**src/rtl/snr_apb_pkg.sv**
```systemverilog
// Register map and ID constants shared by the SNR APB monitor and its channel blocks.
package snr_apb_pkg;

    localparam logic [11:0] CTRL_OFF   = 12'h000;
    localparam logic [11:0] STATUS_OFF = 12'h004;
    localparam logic [11:0] THRESH_OFF = 12'h008;
    localparam logic [11:0] ID_OFF     = 12'h00C;
    localparam logic [11:0] CH_BASE    = 12'h040;
    localparam logic [11:0] CH_STRIDE  = 12'h010;

    localparam logic [3:0] LIVE_OFF = 4'h0;
    localparam logic [3:0] MIN_OFF  = 4'h4;
    localparam logic [3:0] MAX_OFF  = 4'h8;
    localparam logic [3:0] AVG_OFF  = 4'hC;

    localparam logic [15:0] ID_MAGIC = 16'h5A4E;

    localparam int CTRL_EN_BIT     = 0;
    localparam int CTRL_IRQ_EN_BIT = 1;
    localparam int CTRL_CLR_BIT    = 2;

endpackage

```
**src/rtl/snr_chan_stats.sv**
```systemverilog
// One SNR channel: live value, min/max extrema, block average over 2^AVG_LOG2
// samples, and a combinational below-threshold pulse for the accepted sample.
module snr_chan_stats #(
    parameter int W        = 17,
    parameter int AVG_LOG2 = 4
) (
    input  logic         clk_i,
    input  logic         rst_i,
    input  logic         accept_i,
    input  logic         clr_i,
    input  logic [W-1:0] data_i,
    input  logic [W-1:0] thresh_i,
    output logic [W-1:0] live_o,
    output logic [W-1:0] min_o,
    output logic [W-1:0] max_o,
    output logic [W-1:0] avg_o,
    output logic         below_o
);

    localparam int AW = W + AVG_LOG2;

    logic [W-1:0]        live_q, live_d, min_q, min_d, max_q, max_d, avg_q, avg_d;
    logic [W-1:0]        min_base, max_base;
    logic [AW-1:0]       acc_q, acc_d, acc_base, sum;
    logic [AVG_LOG2-1:0] cnt_q, cnt_d, cnt_base;

    // A clear lands first; a coincident sample then folds into the cleared state.
    always_comb begin
        min_base = clr_i ? '1 : min_q;
        max_base = clr_i ? '0 : max_q;
        acc_base = clr_i ? '0 : acc_q;
        cnt_base = clr_i ? '0 : cnt_q;
        live_d   = live_q;
        min_d    = min_base;
        max_d    = max_base;
        acc_d    = acc_base;
        cnt_d    = cnt_base;
        avg_d    = clr_i ? '0 : avg_q;
        sum      = acc_base + AW'(data_i);
        if (accept_i) begin
            live_d = data_i;
            if (data_i < min_base) min_d = data_i;
            if (data_i > max_base) max_d = data_i;
            if (cnt_base == '1) begin
                avg_d = W'(sum >> AVG_LOG2);
                acc_d = '0;
                cnt_d = '0;
            end else begin
                acc_d = sum;
                cnt_d = cnt_base + AVG_LOG2'(1);
            end
        end
    end

    // NOTE: sequential state is only ever assigned with <= so all registers update together.
    always_ff @(posedge clk_i) begin
        if (rst_i) begin
            live_q <= '0;
            min_q  <= '1;
            max_q  <= '0;
            avg_q  <= '0;
            acc_q  <= '0;
            cnt_q  <= '0;
        end else begin
            live_q <= live_d;
            min_q  <= min_d;
            max_q  <= max_d;
            avg_q  <= avg_d;
            acc_q  <= acc_d;
            cnt_q  <= cnt_d;
        end
    end

    assign live_o  = live_q;
    assign min_o   = min_q;
    assign max_o   = max_q;
    assign avg_o   = avg_q;
    assign below_o = accept_i & (data_i < thresh_i);

endmodule

```
**src/rtl/snr_apb_monitor.sv**
```systemverilog
// APB3 slave monitoring NCH SNR sample streams: per-channel statistics, sticky
// below-threshold flags and a single level interrupt.
module snr_apb_monitor
    import snr_apb_pkg::*;
#(
    parameter int NCH      = 4,
    parameter int W        = 17,
    parameter int AVG_LOG2 = 4
) (
    input  logic             PCLK,
    input  logic             PRESET,
    input  logic             PSEL,
    input  logic [11:2]      PADDR,
    input  logic             PENABLE,
    input  logic             PWRITE,
    input  logic [31:0]      PWDATA,
    input  logic [3:0]       ECOREVNUM,
    output logic [31:0]      PRDATA,
    output logic             PREADY,
    output logic             PSLVERR,
    input  logic [NCH-1:0]   snr_valid,
    input  logic [NCH*W-1:0] snr_data,
    output logic             irq
);

    localparam logic [3:0] NCH4 = 4'(NCH);
    localparam logic [4:0] W5   = 5'(W);

    logic [11:0] byte_addr, ch_rel, ch_idx;
    logic [3:0]  ch_sub;
    logic        in_ch, hit_ctrl, hit_status, hit_thresh, hit_id, mapped;
    logic        setup, rd_setup, wr_access, clr_stats;
    logic [31:0] rdata;
    logic [NCH-1:0] w1c, below;
    logic [W-1:0]   live_w [NCH];
    logic [W-1:0]   min_w  [NCH];
    logic [W-1:0]   max_w  [NCH];
    logic [W-1:0]   avg_w  [NCH];

    logic           en_q, en_d, irq_en_q, irq_en_d, irq_q, irq_d, pslverr_q, pslverr_d;
    logic [W-1:0]   thresh_q, thresh_d;
    logic [NCH-1:0] flags_q, flags_d;
    logic [31:0]    prdata_q, prdata_d;
    logic           unused_pwdata;

    assign byte_addr  = {PADDR, 2'b00};
    assign ch_rel     = byte_addr - CH_BASE;
    assign ch_idx     = ch_rel / CH_STRIDE;
    assign ch_sub     = ch_rel[3:0];
    assign in_ch      = byte_addr >= CH_BASE;
    assign hit_ctrl   = byte_addr == CTRL_OFF;
    assign hit_status = byte_addr == STATUS_OFF;
    assign hit_thresh = byte_addr == THRESH_OFF;
    assign hit_id     = byte_addr == ID_OFF;
    assign mapped     = hit_ctrl | hit_status | hit_thresh | hit_id | (in_ch && ch_idx < 12'(NCH));

    assign setup     = PSEL & ~PENABLE;
    assign rd_setup  = setup & ~PWRITE;
    assign wr_access = PSEL & PENABLE & PWRITE;
    assign clr_stats = wr_access & hit_ctrl & PWDATA[CTRL_CLR_BIT];
    assign w1c       = (wr_access && hit_status) ? PWDATA[NCH-1:0] : '0;
    assign unused_pwdata = ^PWDATA;

    for (genvar c = 0; c < NCH; c++) begin : g_ch
        snr_chan_stats #(.W(W), .AVG_LOG2(AVG_LOG2)) u_stats (
            .clk_i    (PCLK),
            .rst_i    (PRESET),
            .accept_i (en_q & snr_valid[c]),
            .clr_i    (clr_stats),
            .data_i   (snr_data[c*W +: W]),
            .thresh_i (thresh_q),
            .live_o   (live_w[c]),
            .min_o    (min_w[c]),
            .max_o    (max_w[c]),
            .avg_o    (avg_w[c]),
            .below_o  (below[c])
        );
    end

    // NOTE: every variable gets a default before any branch, so no latch is inferred.
    always_comb begin
        rdata = '0;
        if (hit_ctrl) begin
            rdata[CTRL_EN_BIT]     = en_q;
            rdata[CTRL_IRQ_EN_BIT] = irq_en_q;
        end
        if (hit_status) rdata[NCH-1:0] = flags_q;
        if (hit_thresh) rdata[W-1:0]   = thresh_q;
        if (hit_id)     rdata = {ID_MAGIC, ECOREVNUM, NCH4, 3'b000, W5};
        for (int c = 0; c < NCH; c++) begin
            if (in_ch && ch_idx == 12'(c)) begin
                case (ch_sub)
                    LIVE_OFF: rdata = 32'(live_w[c]);
                    MIN_OFF:  rdata = 32'(min_w[c]);
                    MAX_OFF:  rdata = 32'(max_w[c]);
                    AVG_OFF:  rdata = 32'(avg_w[c]);
                    default:  rdata = '0;
                endcase
            end
        end
    end

    // A sample-set flag wins over a coincident write-1-to-clear of the same bit.
    always_comb begin
        en_d     = en_q;
        irq_en_d = irq_en_q;
        thresh_d = thresh_q;
        if (wr_access && hit_ctrl) begin
            en_d     = PWDATA[CTRL_EN_BIT];
            irq_en_d = PWDATA[CTRL_IRQ_EN_BIT];
        end
        if (wr_access && hit_thresh) thresh_d = PWDATA[W-1:0];
        flags_d   = (flags_q & ~w1c) | below;
        irq_d     = irq_en_q & (|flags_q);
        prdata_d  = rd_setup ? rdata : prdata_q;
        pslverr_d = setup & ~mapped;
    end

    always_ff @(posedge PCLK) begin
        if (PRESET) begin
            en_q      <= 1'b0;
            irq_en_q  <= 1'b0;
            thresh_q  <= '0;
            flags_q   <= '0;
            irq_q     <= 1'b0;
            prdata_q  <= '0;
            pslverr_q <= 1'b0;
        end else begin
            en_q      <= en_d;
            irq_en_q  <= irq_en_d;
            thresh_q  <= thresh_d;
            flags_q   <= flags_d;
            irq_q     <= irq_d;
            prdata_q  <= prdata_d;
            pslverr_q <= pslverr_d;
        end
    end

    assign PRDATA  = prdata_q;
    assign PSLVERR = pslverr_q;
    assign PREADY  = 1'b1;
    assign irq     = irq_q;

endmodule
```
**config.mk**
```make
export PLATFORM = sky130hd
export DESIGN_NAME = snr_apb_monitor
export DESIGN_NICKNAME = d
export VERILOG_FILES = /design/src/rtl/snr_apb_pkg.sv /design/src/rtl/snr_chan_stats.sv /design/src/rtl/snr_apb_monitor.sv
export SDC_FILE = /design/constraint.sdc
export NUM_CORES = 1
export LEC_CHECK = 0
export ABC_AREA = 1
export CAP_MARGIN = 20
export CORE_MARGIN = 5
export CORE_UTILIZATION = 31
export CTS_CLUSTER_SIZE = 28
export DETAILED_ROUTE_END_ITERATION = 12
export MAX_ROUTING_LAYER = met4
export PLACE_DENSITY = 0.52
export RECOVER_POWER = 25
export REMOVE_ABC_BUFFERS = 1
export SLEW_MARGIN = 20
export SYNTH_ARGS = -nofsm -noshare
export SYNTH_HDL_FRONTEND = slang
export SYNTH_SLANG_ARGS = --single-unit
```
**constraint.sdc**
```tcl
create_clock -name PCLK -period 5.55 [get_ports PCLK]
set_input_delay 1.11 -clock PCLK [delete_from_list [all_inputs] [get_ports PCLK]]
set_output_delay 1.11 -clock PCLK [all_outputs]
set_load 0.01 [all_outputs]
```
-- After elaboration in Yosys (flattened, before gate mapping)
Index checks and enable logic that the tools add are counted.
- register bits: 429
- latch bits: 0
- memory bits (writable): 0
- bits in read-only memories: 0
- input port bits: 123
- output and inout port bits: 35
- memories kept: 0
- $add $sub $neg: 9
- multipliers: 0
- div/mod/pow operators: 0
- magnitude comparators: 14
- eq/ne operators: 13
- shifts and indexed selects: 0
- mux-type cells: 73
- bitwise gates (word level): 26
- reduce and logical (&&, ||, !) cells: 12
- operator list (kind ; number):
    $mux W17 ; 37
    $pmux W17 S4 ; 4
    $mux W21 ; 12
    $lt A17 B17 Y1 ; 8
    $mux W32 ; 4
    $add A21 B17 Y21 ; 4
    $gt A17 B17 Y1 ; 4
    $mux W4 ; 14
    $mux W31 ; 1
    $eq A4 B4 Y1 const B ; 6
    $logic_not A12 Y1 ; 2
    $eq A10 B2 Y1 const B ; 2
    $add A4 B1 Y4 const B ; 4
    $and A1 B1 Y1 ; 16
    $eq A8 B2 Y1 const B ; 2
    $ge A12 B7 Y1 const B ; 1
    $sub A12 B7 Y12 const B ; 1
    $eq A10 B1 Y1 const B ; 1
    $eq A8 B1 Y1 const B ; 1
    $logic_and A1 B1 Y1 ; 8
    $lt A8 B3 Y1 const B ; 1
    $and A4 B4 Y4 ; 1
    $eq A4 B3 Y1 const B ; 1
    $logic_not A4 Y1 ; 1
    other kinds (6) ; 11

-- Longest topological paths before layout
- depth after elaboration: 9
- gate-level depth with buffers: 25
- depth with buffers taken out: 21

-- Modules after synthesis
A second synthesis with hierarchy kept.
- cell total of the unflattened synthesis: 4852
- area total of the unflattened synthesis: 30593.1 µm²
- modules (own cells, without submodules) (module ; instances ; cells an instance ; area an instance (µm²) ; seq. area each (µm²)):
    snr_chan_stats at g_ch[0].u_stats ... ; 2 ; 1026 ; 6677.7 ; 1861.8
    snr_chan_stats at g_ch[2].u_stats ; 1 ; 1020 ; 6587.6 ; 1861.8
    snr_chan_stats at g_ch[3].u_stats ; 1 ; 1017 ; 6547.5 ; 1861.8
    snr_apb_monitor ; 1 ; 763 ; 4102.7 ; 860.8

-- Least setup slack after synthesis
Ideal clock, no wire load.
- path kind: input -> register
- start: in PADDR[2] (netlist name)
- end: reg g_ch[0].u_stats.min_q[10]
- setup time: 0.134 ns
- arrival: 3.985 ns
- data required time: 5.416 ns
- path slack: 1.432 ns
- stages: 22
- buffers on the path: 5
- cells stage by stage: buf_2 inv_2 nand2_4 nor2_4 nand4_4 buf_6 buf_4 buf_2 nand2_1 inv_1 ha_1 a21oi_1 nor2_1 nor3_1 o21ai_0 a21oi_1 nand2_2 buf_4 nand2_1 nand2_1 nand2_1 nand3_1
- longest elaborated chain between the ends: 7
- ends and longest elaborated chain (element ; RTL line ; text):
    from (decl) ; snr_apb_monitor.sv:13 ; input logic [11:2] PADDR,
    $logic_not A12 Y1 (*) ; snr_apb_monitor.sv:51 ; assign hit_ctrl = byte_addr == CTRL_OFF;
    $and A1 B1 Y1 (*) (2 in series) ; snr_apb_monitor.sv:60 ; assign clr_stats = wr_access & hit_ctrl & PWDATA[CTRL_CLR_BIT];
    $mux W17 (*) ; snr_chan_stats.sv:29 ; min_base = clr_i ? '1 : min_q;
    $lt A17 B17 Y1 ; snr_chan_stats.sv:42 ; if (data_i < min_base) min_d = data_i;
    $mux W17 ; snr_chan_stats.sv:42 ;
    $mux W17 (*) ; snr_chan_stats.sv:40 ; if (accept_i) begin
    to (signal assigned) ; snr_chan_stats.sv:66 ; min_q <= min_d;
    to (decl) ; snr_chan_stats.sv:22 ; logic [W-1:0] live_q, live_d, min_q, min_d, max_q, max_d, avg_q, avg_d;
Every way passes the cells marked *; elsewhere a longest branch is shown, timed or not.
A chain may end at the register's enable or synchronous reset.

-- Final worst setup path
- start: in PRESET
- end: reg g_ch[1].u_stats.acc_q[9]
- RTL lines (element ; RTL line ; text):
    from (decl) ; snr_apb_monitor.sv:11 ; input logic PRESET,
    to (signal assigned) ; snr_chan_stats.sv:62 ; acc_q <= '0;
    to (signal assigned) ; snr_chan_stats.sv:69 ; acc_q <= acc_d;
    to (decl) ; snr_chan_stats.sv:24 ; logic [AW-1:0] acc_q, acc_d, acc_base, sum;
No word-level cell between the ends.

==> key figures <==
Run status
  • Run status: finished with violations
  • Violated checks: max-capacitance violations, max-slew violations

STA
  • Final Hold Fails: 0
  • Slew headroom: -89.8%
  • Setup-failing EPs final: 0
  • Final count of pins violating max slew: 43
  • Tcrit/Tclk final: 87.1%
  • RSZ-0062 raised after global routing: no
  • Worst Skew: 0.0217 ns
  • Post-layout min period: 4.84 ns
  • Slew @ Worst Pin: 2.85 ns
  • Maximum clock frequency: 0.207 GHz

Critical path
  • Max stage delay cell, worst path: clkbuf_1
  • R2R Setup Slk: 2.35 ns
  • CP arrival: 5.35 ns
  • CP bufs+invs: 3
  • Reg2reg end: g_ch[1].u_stats.avg_o[16]
  • Crit. End Element: flop
  • Worst path cell trace: clkbuf_1, inv_6, clkbuf_2, and2_1
  • FF-to-FF Start: en_q
  • WS Path Type: in -> reg
  • WP data required: 6.06 ns
  • Crit-path max cell delay: 1.96 ns
  • Startpoint types: primary input
  • Cell family with most CP delay: buffers and inverters
  • CP Max Fanout: 75
  • FF-to-FF path depth: 9

Placement
  • Placed Area: 30,400 um^2
  • Cells after DPL: 5,412
  • Placed wire-length estimate: 73,600 um
  • IO buf count: 134
  • RePlAce Congestion: 0.935

Logic synthesis
  • Post-Synth Adder-Cell Area: 12.4%
  • Yosys warning total: 0
  • Largest family of logic cells by synthesized area: simple AND/OR/NAND/NOR gates
  • Complex-gate fraction of the synthesized area: 17.0%
  • Post-synth top area share: 29.9%
  • Yosys cell types: 51
  • FF+latch count, synth: 415
  • Asr flop ratio synth: 0%
  • Ranking of synthesized cells by area: dfxtp_1 30%, nand2_1 16%, ha_1 12%
  • Post-synth EDFFs: 0
  • Synth Area in XOR/XNOR: 1.48%
  • Post-synth top area cell: dfxtp_1
  • Primary FF master, synth: dfxtp_1
  • Register area share after synthesis: 29.9%
  • Post-synthesis simple-gate area fraction: 29.3%
  • Mapped Cells: 4,234
  • Syn avg cell area: 6.56 um^2
  • Mapped Area: 27,800 um^2
  • Multiplexer area fraction after synthesis: 0%

Worst hold path
  • WHS Path Cells: 2
  • Worst hold path type: reg -> reg
  • Hold Startpoint: g_ch[0].u_stats.live_o[2]
  • Worst hold endpoint: g_ch[0].u_stats.live_o[2]

CTS
  • CTS HTree Levels: 2
  • Clk_lat worst skew: 0.62 ns
  • CTS tree: yes
  • Root Buffer: clkbuf_16
  • Clock tree buffer depth: 3
  • CTS Hold Bufs: 0
  • CTS clk-pin slew, worst paths: 0.06 ns
  • Post-CTS setup buffers: 0
  • Post_cts resized: 0
  • Cts bufs inserted: 54
  • Clk sink count: 415

Floorplanning
  • Die Y: 309 um
  • Core area: 88,600 um^2
  • Total die area: 95,700 um^2
  • Site Rows: 109
  • Io pins: 158
  • Initial core utilization: 31.3%
  • Die width: 309 um

Finish
  • Layout fillers: 9,744
  • Most common cell after layout, fill and taps aside: nand2_1
  • Post-route cell area: 32,200 um^2
  • Register area: 8310 um^2
  • Share of layout cells above drive strength 1: 5.31%
  • Multi-input gate area: 16,800 um^2
  • Most frequent cells in the layout: 1,158 x nand2_1, 481 x inv_1, 415 x dfxtp_1, 358 x nor2_1, 337 x a21oi_1
  • Syn-to-layout area delta: 16.1%
  • Fin nets: 4,698
  • Finished Layout Cells: 5,514

Global route
  • First-pass GRT wire length: 155,000 um
  • Vias in the first global route: 25,753
  • Remaining global-route overflow: 0
  • Largest net degree at the start of global routing: 79
  • Global-route usage over all layers: 21.3%
  • Initial antenna violation count: 2

Routing
  • Drt pass-1 iters: 6
  • Final ANT Viol Nets: 0
  • Total Wirelength: 102,000 um
  • DR DRC count: 0
  • Vias per cell: 5.03
  • Drt initial violations: 2,099
  • Via count: 27,716
  • DR WL/cell: 18.5 um

Pwr
  • Max IR drop VDD: 0.235 mV
  • P_leak: 0.0157 uW
  • PD cells: 230 nW/um^2

Job
  • Maxcap violations: 1
## metal layers
layer	track usage (%)	wire, um	up-vias	part of all wire (%)
met1	29.5	48200	12827	47
met4	5.24	2620	0	2.6
met2	33.5	45300	679	45
met5	-	0	-	0
met3	2.19	5590	127	5.5
li1	-	-	14083	-
## registers in the layout, indices dropped and copies added (netlist names), 16 cells and up
register	flops
g_ch.u_stats.acc_q	84
g_ch.u_stats.live_o	68
g_ch.u_stats.cnt_q	16
g_ch.u_stats.avg_o	68
PRDATA	18
thresh_q	17
g_ch.u_stats.min_o	68
g_ch.u_stats.max_o	68
## power by group
part           internal, uW  switching (uW)  leakage, uW
logic                   241             468       0.0115
clock network          2270            1460     0.000926
registers              2980            3.85      0.00335
total                  5490            1930       0.0157
## final cells by class
type	instances	share of cell area, %
Clock buffer	79	4.95
Multi-Input combinational cell	3127	52.0
Inverter	507	5.92
Clock inverter	22	0.912
Antenna cell	1	0.00776
Tap cell	1165	4.52
Sequential cell	415	25.8
Timing Repair Buffer	198	5.96
## worst max-delay path by stage
stage | cells after the start | slack, ns | to | startpoint
finish | 4 | 0.71 | g_ch[1].u_stats.acc_q[9] | PRESET
global route | 5 | 0.44 | g_ch[1].u_stats.max_o[0] | PRESET
CTS | 18 | 1.01 | g_ch[2].u_stats.min_o[7] | PADDR[11]
detailed placement | 18 | 0.39 | g_ch[2].u_stats.min_o[13] | PADDR[11]
global placement | 19 | 0.40 | g_ch[0].u_stats.min_o[8] | PADDR[11]
floorplan | 17 | -0.70 | g_ch[0].u_stats.min_o[10] | PADDR[2]
## worst min-delay path: stages, from the launching register on
cell,delay (ns)
dfxtp_1,0.30
inv_1,0.05
a21oi_1,0.05
## synthesized netlist by cell type (6+ instances only)
| cell type | number |
|---|---|
| nand2_2 | 21 |
| a211oi_1 | 31 |
| ha_1 | 268 |
| nor3_1 | 44 |
| nor2_4 | 6 |
| dfxtp_1 | 415 |
| o2111ai_1 | 20 |
| o22ai_1 | 49 |
| o21ai_1 | 28 |
| nor2_2 | 6 |
| inv_1 | 481 |
| inv_2 | 22 |
| a31oi_1 | 12 |
| o21bai_1 | 9 |
| o31ai_1 | 12 |
| xor2_1 | 27 |
| xnor2_1 | 20 |
| o21ai_0 | 278 |
| nor2_1 | 360 |
| nand3_1 | 275 |
| buf_4 | 21 |
| nand3b_1 | 18 |
| o21a_1 | 14 |
| a221oi_1 | 32 |
| nor4_1 | 6 |
| clkbuf_1 | 113 |
| nand2_1 | 1164 |
| a21o_1 | 7 |
| buf_1 | 11 |
| buf_2 | 45 |
| a21oi_1 | 337 |
| nand4_1 | 40 |
| o211ai_1 | 6 |
## stage by stage
step           setup WS [ns]  total power, uW  TNS [ns]  util [%]  hold WS (ns)
2_1_floorplan         -0.700             3390    -44.70         -         0.418
4_1_cts                 1.01             7510         0      36.4         0.448
3_3_place_gp           0.400             3760         0      34.3         0.434
5_1_grt                0.438             7690         0      36.4         0.472
3_5_place_dp           0.390             3760         0      34.3         0.439
6_report               0.714             7430         0      36.4         0.450
## kinds of logic (layout without fill, tap and decap cells)
group	after synthesis	after routing
other	2	9
AND/OR/NAND/NOR	1956	1956
flip-flops	415	415
adder cells (fa/ha/maj)	272	272
XOR/XNOR	47	47
buffers and inverters	698	806
AO/OA/AOI/OAI	844	844
No activity file was read; power rests on OpenSTA's default activity.
